==> src/rtl/sc_matrix_max7219_scanout.sv <==
//==============================================================================
// Module      : sc_matrix_max7219_scanout
// Description : Snapshots eight 8-bit playfield rows and serializes them to a
//               MAX7219 8x8 LED driver (DIN/SCLK/LOAD), after a one-shot init.
// Revision    : 1.0 - initial release
//==============================================================================
`timescale 1ns/1ps
`default_nettype none

module sc_matrix_max7219_scanout #(
    parameter int         CLKDIV_HALF = 4,
    parameter logic [3:0] INTENSITY   = 4'h8
) (
    input  logic        SC_MATRIXSCAN_CLOCK_50,
    input  logic        SC_MATRIXSCAN_RESET_InHigh,
    input  logic        SC_MATRIXSCAN_start_InLow,
    input  logic [63:0] SC_MATRIXSCAN_rows_InBUS,
    output logic        SC_MATRIXSCAN_DIN_Out,
    output logic        SC_MATRIXSCAN_SCLK_Out,
    output logic        SC_MATRIXSCAN_LOAD_Out,
    output logic        SC_MATRIXSCAN_busy_Out,
    output logic        SC_MATRIXSCAN_done_Out
);

    localparam int               c_DIV_W      = (CLKDIV_HALF > 1) ? $clog2(CLKDIV_HALF) : 1;
    localparam logic [c_DIV_W-1:0] c_DIV_LAST = c_DIV_W'(CLKDIV_HALF - 1);
    localparam logic [2:0]       c_INIT_LAST  = 3'd4;
    localparam logic [2:0]       c_FRAME_LAST = 3'd7;

    typedef enum logic [2:0] {
        ST_INIT_LOW  = 3'd0,
        ST_INIT_HIGH = 3'd1,
        ST_INIT_GAP  = 3'd2,
        ST_IDLE      = 3'd3,
        ST_LOW       = 3'd4,
        ST_HIGH      = 3'd5,
        ST_GAP       = 3'd6
    } state_t;

    state_t               r_state;
    logic                 r_armed;
    logic [2:0]           r_word;
    logic [3:0]           r_bit;
    logic [c_DIV_W-1:0]   r_div;
    logic [63:0]          r_snap;
    logic                 r_din;
    logic                 r_sclk;
    logic                 r_load;
    logic                 r_busy;
    logic                 r_done;

    state_t               w_nextState;
    logic [2:0]           w_nextWord;
    logic [3:0]           w_nextBit;
    logic [c_DIV_W-1:0]   w_nextDiv;
    logic                 w_divWrap;
    logic                 w_accept;
    logic                 w_frameEnd;
    logic [63:0]          w_snapNext;
    logic [15:0]          w_wordVal;
    logic                 w_inInit;
    logic                 w_shifting;

    assign w_divWrap  = (r_div == c_DIV_LAST);
    assign w_snapNext = w_accept ? SC_MATRIXSCAN_rows_InBUS : r_snap;

    // Bit engine shared by init and frame; r_armed holds off the first word
    // until the first edge after reset release.
    always_comb begin
        w_nextState = r_state;
        w_nextWord  = r_word;
        w_nextBit   = r_bit;
        w_nextDiv   = r_div;
        w_accept    = 1'b0;
        w_frameEnd  = 1'b0;
        if (!r_armed) begin
            w_nextState = ST_INIT_LOW;
            w_nextWord  = 3'd0;
            w_nextBit   = 4'd15;
            w_nextDiv   = '0;
        end else begin
            case (r_state)
                ST_INIT_LOW, ST_LOW: begin
                    if (w_divWrap) begin
                        w_nextDiv   = '0;
                        w_nextState = (r_state == ST_INIT_LOW) ? ST_INIT_HIGH : ST_HIGH;
                    end else begin
                        w_nextDiv = r_div + 1'b1;
                    end
                end
                ST_INIT_HIGH, ST_HIGH: begin
                    if (w_divWrap) begin
                        w_nextDiv = '0;
                        if (r_bit == 4'd0) begin
                            w_nextState = (r_state == ST_INIT_HIGH) ? ST_INIT_GAP : ST_GAP;
                        end else begin
                            w_nextBit   = r_bit - 4'd1;
                            w_nextState = (r_state == ST_INIT_HIGH) ? ST_INIT_LOW : ST_LOW;
                        end
                    end else begin
                        w_nextDiv = r_div + 1'b1;
                    end
                end
                ST_INIT_GAP: begin
                    if (w_divWrap) begin
                        w_nextDiv = '0;
                        if (r_word == c_INIT_LAST) begin
                            w_nextState = ST_IDLE;
                        end else begin
                            w_nextWord  = r_word + 3'd1;
                            w_nextBit   = 4'd15;
                            w_nextState = ST_INIT_LOW;
                        end
                    end else begin
                        w_nextDiv = r_div + 1'b1;
                    end
                end
                ST_GAP: begin
                    if (w_divWrap) begin
                        w_nextDiv = '0;
                        if (r_word == c_FRAME_LAST) begin
                            w_nextState = ST_IDLE;
                            w_frameEnd  = 1'b1;
                        end else begin
                            w_nextWord  = r_word + 3'd1;
                            w_nextBit   = 4'd15;
                            w_nextState = ST_LOW;
                        end
                    end else begin
                        w_nextDiv = r_div + 1'b1;
                    end
                end
                ST_IDLE: begin
                    if (!SC_MATRIXSCAN_start_InLow) begin
                        w_accept    = 1'b1;
                        w_nextState = ST_LOW;
                        w_nextWord  = 3'd0;
                        w_nextBit   = 4'd15;
                        w_nextDiv   = '0;
                    end
                end
                default: begin
                    w_nextState = ST_IDLE;
                end
            endcase
        end
    end

    assign w_inInit   = (w_nextState == ST_INIT_LOW) || (w_nextState == ST_INIT_HIGH) ||
                        (w_nextState == ST_INIT_GAP);
    assign w_shifting = (w_nextState == ST_INIT_LOW) || (w_nextState == ST_INIT_HIGH) ||
                        (w_nextState == ST_LOW)      || (w_nextState == ST_HIGH);

    // Word about to be driven, so DIN is already valid on the first LOW cycle.
    always_comb begin
        w_wordVal = 16'h0000;
        if (w_inInit) begin
            case (w_nextWord)
                3'd0:    w_wordVal = 16'h0C01;
                3'd1:    w_wordVal = 16'h0B07;
                3'd2:    w_wordVal = 16'h0900;
                3'd3:    w_wordVal = {8'h0A, 4'h0, INTENSITY};
                default: w_wordVal = 16'h0F00;
            endcase
        end else begin
            w_wordVal = {4'h0, {1'b0, w_nextWord} + 4'd1, w_snapNext[{w_nextWord, 3'b000} +: 8]};
        end
    end

    always_ff @(posedge SC_MATRIXSCAN_CLOCK_50 or posedge SC_MATRIXSCAN_RESET_InHigh) begin
        if (SC_MATRIXSCAN_RESET_InHigh) begin
            r_state <= ST_INIT_LOW;
            r_armed <= 1'b0;
            r_word  <= 3'd0;
            r_bit   <= 4'd0;
            r_div   <= '0;
            r_snap  <= 64'd0;
            r_din   <= 1'b0;
            r_sclk  <= 1'b0;
            r_load  <= 1'b1;
            r_busy  <= 1'b0;
            r_done  <= 1'b0;
        end else begin
            r_state <= w_nextState;
            r_armed <= 1'b1;
            r_word  <= w_nextWord;
            r_bit   <= w_nextBit;
            r_div   <= w_nextDiv;
            r_snap  <= w_snapNext;
            r_din   <= w_shifting ? w_wordVal[w_nextBit] : 1'b0;
            r_sclk  <= (w_nextState == ST_INIT_HIGH) || (w_nextState == ST_HIGH);
            r_load  <= !w_shifting;
            r_busy  <= (w_nextState != ST_IDLE);
            r_done  <= w_frameEnd;
        end
    end

    assign SC_MATRIXSCAN_DIN_Out  = r_din;
    assign SC_MATRIXSCAN_SCLK_Out = r_sclk;
    assign SC_MATRIXSCAN_LOAD_Out = r_load;
    assign SC_MATRIXSCAN_busy_Out = r_busy;
    assign SC_MATRIXSCAN_done_Out = r_done;

endmodule

`default_nettype wire

==> config.mk <==
export PLATFORM = sky130hd
export DESIGN_NAME = sc_matrix_max7219_scanout
export DESIGN_NICKNAME = d
export VERILOG_FILES = /design/src/rtl/sc_matrix_max7219_scanout.sv
export SDC_FILE = /design/constraint.sdc
export NUM_CORES = 1
export LEC_CHECK = 0
export CAP_MARGIN = 20
export CORE_UTILIZATION = 58
export DETAILED_ROUTE_END_ITERATION = 12
export GPL_ROUTABILITY_DRIVEN = 0
export PLACE_DENSITY = 0.86
export SLEW_MARGIN = 10
export SYNTH_ARGS = -nofsm -noshare
export SYNTH_HDL_FRONTEND = slang
export SYNTH_SLANG_ARGS = --single-unit
==> constraint.sdc <==
create_clock -name SC_MATRIXSCAN_CLOCK_50 -period 5.2 [get_ports SC_MATRIXSCAN_CLOCK_50]
set_clock_uncertainty 0.2 [all_clocks]
set_input_delay 0.52 -clock SC_MATRIXSCAN_CLOCK_50 [delete_from_list [all_inputs] [get_ports SC_MATRIXSCAN_CLOCK_50]]
set_output_delay 0.52 -clock SC_MATRIXSCAN_CLOCK_50 [all_outputs]
set_load 0.01 [all_outputs]
* Word-level counts from Yosys, hierarchy flattened
Cells that the tools add are included.
Storage, ports and cells: output and inout bits 5, word-level logic and storage cells 96, input bits 67, register bits 82
Cells by class: mux-type cells 46, add/sub/neg operators 4, shifts and indexed selects 1, $lt $le $gt $ge 1, equality and inequality tests 19, reduce and logical (&&, ||, !) cells 14
Operators by type and width (number):
- $mux 64 | 1
- $shiftx 64x7->8 | 1
- $mux 3 | 17
- $pmux 11 s4 | 1
- $mux 4 | 8
- $eq 3x3->1 const B | 7
- $mux 16 | 1
- $pmux 4 s4 | 1
- $eq 3x2->1 const B | 5
- $pmux 3 s5 | 1
- $eq 3x1->1 const B | 3
- $logic_not 3->1 | 3
- $mux 1 | 9
- $pmux 3 s3 | 1
- $mux 2 | 4
- $ne 3x2->1 const B | 2
- $reduce_or 6->1 | 1
- $logic_or 1x1->1 | 5
- $lt 4x5->1 const B | 1
- $add 3x1->4 const B | 1
- $bmux 1 s4 | 1
- $logic_not 4->1 | 1
- $pmux 2 s2 | 1
- $reduce_or 2->1 | 2
- 7 further kinds | 7

* Logic depth before layout (Yosys ltp)
Gate-level depths: netlist (run 1).
depth in word-level cells 13, gate-level depth with buffers 17, depth with buffers taken out 15

* Worst setup path after synthesis (run 1)
Ideal clock, no wire load.
path kind register to register, from reg r_word[0], to reg r_din (netlist: SC_MATRIXSCAN_DIN_Out), cell stages (with the launch flop) 15, clock period less this slack 3.387 ns, path buffers 2, slack 1.813 ns, data arrival time 3.053 ns, library setup time 0.134 ns, required time 4.866 ns, cells stage by stage dfrtp_1 ha_1 inv_1 ha_1 or4b_1 a32o_1 a21o_1 buf_6 buf_6 a21oi_2 o22ai_1 or3_1 a311oi_1 o31a_1 a211oi_1
On the way: word-level cells in the longest chain between the ends 12, elaborated cells on any way between the ends 42, those cells by class 2 x add/sub; 9 x eq/ne; 1 x shift; 24 x mux; 6 x reduce/logical
RTL lines:
- start: declaration | line 42 | logic [2:0] r_word;
- start signal: assignment | line 186 | r_word <= w_nextWord;
- branches (longest 11 deep; another with $add 3x1->3)
- $mux 1 (*) | line 190 | r_din <= w_shifting ? w_wordVal[w_nextBit] : 1'b0;
- end signal: assignment | line 190
- end: declaration | line 46 | logic r_din;
Every way passes the cells marked *. The select of a mux whose other input is x is not followed. A chain may end at the register's enable or synchronous reset.

* Worst setup path in the final report (run 1)
Same ends and word-level chain as after synthesis.

==> results of run 1 <==
## flip-flops by register name, summed over array words and instances (netlist names)
| register | cells |
|---|---|
| SC_MATRIXSCAN_DIN_Out | 1 |
| SC_MATRIXSCAN_LOAD_Out | 1 |
| SC_MATRIXSCAN_SCLK_Out | 1 |
| SC_MATRIXSCAN_busy_Out | 1 |
| SC_MATRIXSCAN_done_Out | 1 |
| r_armed | 1 |
| r_bit | 4 |
| r_div | 2 |
| r_snap | 64 |
| r_state | 3 |
| r_word | 3 |
## power by group through the flow
stage | combinational [mW] | sequential [mW] | clock, mW
2_1_floorplan | 0.0807 | 0.683 | 0
3_3_place_gp | 0.145 | 0.687 | 0
3_5_place_dp | 0.151 | 0.689 | 0
4_1_cts | 0.152 | 0.676 | 0.480
5_1_grt | 0.168 | 0.680 | 0.503
6_report | 0.152 | 0.677 | 0.469
## final timing paths
kind	end	start	depth (start not counted)	slack, ps
hold / removal	r_snap[34]	SC_MATRIXSCAN_RESET_InHigh	2	230
setup reg to reg	SC_MATRIXSCAN_DIN_Out	r_word[0]	14	1070
min in group SC_MATRIXSCAN_CLOCK_50	r_snap[10]	r_snap[10]	2	270
hold reg to reg	r_snap[10]	r_snap[10]	2	270
max in group asynchronous	r_snap[56]	SC_MATRIXSCAN_RESET_InHigh	3	3480
setup / recovery	SC_MATRIXSCAN_DIN_Out	r_word[0]	14	1070
## cells by family after synthesis
logic type	count (synthesis)	synth area share
flops	82	0.468
mux	42	0.105
other cells	1	0.000854
compound gates	87	0.136
xor+xnor	1	0.00200
fa+ha+maj	13	0.0370
buf+inv	42	0.0473
simple gates	206	0.205
## metrics by stage
| step | setup WS (ps) | hold WS (ps) | cells | power, mW | cell area (um^2) |
|---|---|---|---|---|---|
| floorplan | 1810 | 233 | 474 | 0.764 | 4390 |
| global placement | 1210 | 247 | 623 | 0.832 | 5130 |
| detailed placement | 1030 | 255 | 623 | 0.840 | 5130 |
| CTS | 1190 | 234 | 639 | 1.31 | 5330 |
| global route | 818 | 262 | 639 | 1.35 | 5330 |
| finish | 1070 | 235 | 639 | 1.30 | 5330 |
## worst max-delay path, delay by kind of cell, from the launching register on
family          cells  cell delay (ps)
compound gates      5             1160
fa+ha+maj           3              820
buf+inv             1              430
flops               1              430
simple gates        5             1000
## synthesized netlist by cell type, types with 3 or more instances
master / instances
clkbuf_1: 10
a31oi_1: 4
a21oi_1: 13
nor2b_1: 4
o21a_1: 3
a211oi_1: 6
inv_1: 12
ha_1: 13
and3_1: 3
a21o_1: 3
buf_6: 4
o22ai_1: 3
o21ai_0: 19
and2_1: 4
buf_2: 12
mux2i_1: 11
a311oi_1: 4
a22oi_1: 4
a211o_1: 3
dfrtp_1: 81
nand2b_1: 4
or3_1: 3
nor3_1: 13
nor2_1: 35
nand3_1: 4
mux2_2: 31
nand2_1: 123
## layer usage
metal / vias up / wire [um]
li1: 1760 / -
met3: 22 / 670
met1: 1814 / 4330
met4: 0 / 187
met2: 164 / 5240
met5: - / 0
## layout make-up
type / count / area share
well taps: 99 / 0.0232
flip-flops and latches: 82 / 0.385
inverters: 14 / 0.0103
multi-input cells: 350 / 0.401
repair buffers: 78 / 0.143
clock buffers: 9 / 0.0232
clock inverters: 7 / 0.0145
==> results_dict.tcl, run 1 <==
set metrics [dict create \
    yosys-top-cells-area "dfrtp_1 46%, nand2_1 11%, mux2_2 8.0%" \
    cts_hold_buf 0 \
    max-vdd-ir-drop_mv 0.225 \
    die_area_um2 7920 \
    synth_fp_nets 554 \
    crit_slowest_cell "or3_1" \
    p_switching_uw 327 \
    crit_path_max_incr_delay_ps 450 \
    met1_usage 0.371 \
    yosysUniqueCellTypes 60 \
    slew_viol_final 0 \
    swShare 0.252 \
    max_freq_ghz 0.242 \
    firstDrtPassIters 4 \
    required_ps 5260 \
    worstPathArrival_ps 4190 \
    drive_gt1_frac 0.119 \
    slew_headroom 0.235 \
    rsz0062_at_grt "no" \
    p_per_area_nw_per_um2 243 \
    die_h_um 89.0 \
    rows 31 \
    power.leakage_nw 2.51 \
    htreeDepth 3 \
    synth_seq_area_share 0.468 \
    die_w_um 89.0 \
    yosysTopAreaCell "dfrtp_1" \
    routed_wl_mm 10.4 \
    portBuffers 71 \
    cts.sinks 82 \
    status "completed" \
    wl_per_cell_um 16.3 \
    end_kind "register" \
    grt_max_degree 63 \
    seq_power_share 0.521 \
    path_cells "ha_1 -> ha_1 -> nand2_1 -> and4_1 -> or3_1 -> clkinv_1 -> ha_1 -> o221ai_1 -> nand2b_1 -> a32oi_1 -> nor2_1 -> a211oi_1 -> o21ai_0 -> a211oi_1" \
    syn-instance-count 474 \
    cts_tree "yes" \
    synth_flop_cell "dfrtp_1" \
    drc 0 \
    worstSetupPathType "register to register" \
    fin_crit_sh 0.794 \
    async_reset_ff_frac 1.00 \
    cap_violations 0 \
    cts_resized 0 \
    setup_viol 0 \
    fillers 556 \
    cts_buffers 9 \
    vias 3760 \
    use_met3 0.0591 \
    crit_fanout 16 \
    multi_input_comb_area_um2 2140 \
    yosys_register_bits 82 \
    coreArea_um2 7290 \
    overflow 0 \
    clockBufferDepth 2 \
    antenna_cells 0 \
    synth_warnings 0 \
    setup-tns-final_ps 0 \
    final_common_cell "nand2_1" \
    clock_latency_ps 360 \
    detail-route-antenna-nets 0 \
    synth_top_area_share 0.462 \
    ff_latch_area_um2 2050 \
    start_kind "register" \
    start_util 0.602 \
    avgSynthCellArea_um2 9.26 \
    grtUsageTotal 0.283 \
    period_minus_slack_ps 4130 \
    use_met2 0.469 \
    io_pins 72 \
    post-route-util 0.731 \
    drt-initial-drc-count 341 \
    grt_pass1_vias 3665 \
    grt_busiest_layer "met2" \
    cpMostUsedCell "ha_1" \
    synth-edff-count 0 \
    power_frac_comb 0.117 \
    p_clk_frac 0.362 \
    antenna_found_initial 0 \
    tightestPinTransition_ps 1120 \
    syn2layout_area_growth_pct 21.5 \
    final_cell_mix "123 x nand2_1, 81 x dfrtp_1, 71 x clkdlybuf4s50_1" \
    post-dp-hpwl_mm 7.40 \
    cts.reportedPaths.clkPinSlew_ps 90 \
    intPower_uw 971 \
    hold_viol_final 0 \
    syn_area_um2 4390 \
    hold_path.class "input port to asynchronous set/reset pin" \
    grt_pass1_wl_mm 16.9 \
    nets 615 \
    routed_via_density 5.88 \
    cts_setup_buffers 0 \
    cts-root-buf "clkbuf_8" \
]
Note: power is estimated with default switching activity, not from simulation.
==> run 2, diff against run 1 <==
- CORE_UTILIZATION: 58 -> 54
- PLACE_DENSITY: 0.86 -> 0.81
- clock period: 5.2 -> 4.2 ns (I/O delays scaled with it)
==> run 2 against run 1 <==
Power rose by 23%; cell area up 1.3%; flip-flop and latch count is the same; largest cell class unchanged; largest power group unchanged; highest routed layer unchanged.
==> results_dict.tcl, run 2 (synthesis gave the netlist of run 1 again) <==
set metrics [dict create \
    power.leakage_nw 2.55 \
    die_area_um2 8500 \
    p_per_area_nw_per_um2 295 \
    vias 3672 \
    grtUsageTotal 0.264 \
    cts_hold_buf 0 \
    largest_register_ffs 64 \
    hold_path.class "input port to asynchronous set/reset pin" \
    rsz0062_at_grt "no" \
    clockBufferDepth 2 \
    grt_pass1_wl_mm 17.5 \
    overflow 0 \
    period_minus_slack_ps 3940 \
    syn2layout_area_growth_pct 23.1 \
    firstDrtPassIters 5 \
    antenna_found_initial 0 \
    multi_input_comb_area_um2 2140 \
    final_cell_mix "123 x nand2_1, 81 x dfrtp_1, 71 x clkdlybuf4s50_1" \
    drt-initial-drc-count 362 \
    wl_met1_mm 4.52 \
    hold_viol_final 0 \
    required_ps 4270 \
    max_freq_ghz 0.254 \
    nets 620 \
    clock_latency_ps 360 \
    worstSetupPathType "register to register" \
    die_h_um 92.2 \
    cts.reportedPaths.clkPinSlew_ps 80 \
    cts_resized 0 \
    top_register "r_snap" \
    top_regs "r_snap x64, r_bit x4" \
    tightestPinTransition_ps 647 \
    grt_max_degree 65 \
    drc 0 \
    fillers 608 \
    end_kind "register" \
    final_cell_area_um2 5400 \
    die_w_um 92.2 \
    cts.sinks 82 \
    slew_headroom 0.566 \
    detail-route-antenna-nets 0 \
    routed_via_density 5.68 \
    max-vdd-ir-drop_mv 0.156 \
    grt_pass1_vias 3688 \
    slew_viol_final 0 \
    hold_ws_ps 165 \
    worstPathArrival_ps 4010 \
    final_cells 647 \
    routed.top_layer "met4" \
    cts_tree "yes" \
    cts_setup_buffers 0 \
    start_util 0.562 \
    antenna_cells 0 \
    routed_wl_mm 10.4 \
    crit_fanout 23 \
    post-dp-hpwl_mm 7.35 \
    cts-root-buf "clkbuf_8" \
    total_power_mw 1.59 \
    io_pins 72 \
    htreeDepth 3 \
    rows 32 \
    setup-tns-final_ps 0 \
    fin_crit_sh 0.938 \
    coreArea_um2 7810 \
    wl_per_cell_um 16.1 \
    cts_buffers 9 \
    wl_met3_um 653 \
    dr_wl_met2_mm 4.97 \
    final_common_cell "nand2_1" \
    placed_cells 630 \
    portBuffers 71 \
    status "completed" \
    setup_viol 0 \
    dpl_cell_area_um2 5190 \
    drive_gt1_frac 0.125 \
    cap_violations 0 \
    start_kind "register" \
    ff_latch_area_um2 2050 \
]
[run 2: worst max-delay path: stages, from the launching register on]
cell and delay, ps:
dfrtp_1 430, ha_1 260, inv_1 70, ha_1 310, or4b_1 540, a32o_1 240, a21o_1 230, clkinv_2 270
nor2_1 80, nor3_1 190, o41ai_1 110, a211oi_1 300, nor3_1 100, o31a_1 320, a211oi_1 210
[run 2: area by class of cell]
type                       instances  share of cell area
clock buffer                      10              0.0236
timing repair buffer              83               0.155
tap                              102              0.0236
inverter                          14              0.0102
clock inverter                     6              0.0120
sequential                        82               0.380
multi-input combinational        350               0.395
[run 2: metrics by stage]
step	util	worst slack, ps
2_1_floorplan	-	813
3_5_place_dp	0.665	218
4_1_cts	0.690	340
5_1_grt	0.692	55.0
6_report	0.692	260
3_3_place_gp	0.665	387
[run 2: power by group]
part / switching (mW) / internal [mW]
combinational: 0.0879 / 0.104
sequential: 0.0162 / 0.821
clock: 0.289 / 0.276
total: 0.393 / 1.20
[run 2: layer usage]
| layer | global-route usage | up-vias |
|---|---|---|
| met4 | 0.113 | 0 |
| met1 | 0.358 | 1725 |
| met3 | 0.0340 | 35 |
| met5 | 0 | - |
| li1 | - | 1768 |
| met2 | 0.426 | 144 |
[run 2: path summary, 6_finish.rpt]
check / slack [ps] / cells past startpoint / to / startpoint
max: 260 / 14 / SC_MATRIXSCAN_DIN_Out / r_word[0]
min: 160 / 2 / r_snap[62] / SC_MATRIXSCAN_RESET_InHigh
max reg2reg: 260 / 14 / SC_MATRIXSCAN_DIN_Out / r_word[0]
min reg2reg: 270 / 2 / r_snap[28] / r_snap[28]
max in group asynchronous: 2780 / 4 / r_word[1] / SC_MATRIXSCAN_RESET_InHigh
min in group SC_MATRIXSCAN_CLOCK_50: 270 / 2 / r_snap[28] / r_snap[28]
==> run 3, diff against run 2 <==
- HOLD_SLACK_MARGIN: default -> 0.02
==> results of run 3 <==
Same layout as run 2: the final DEF is identical, and so are final timing and power.
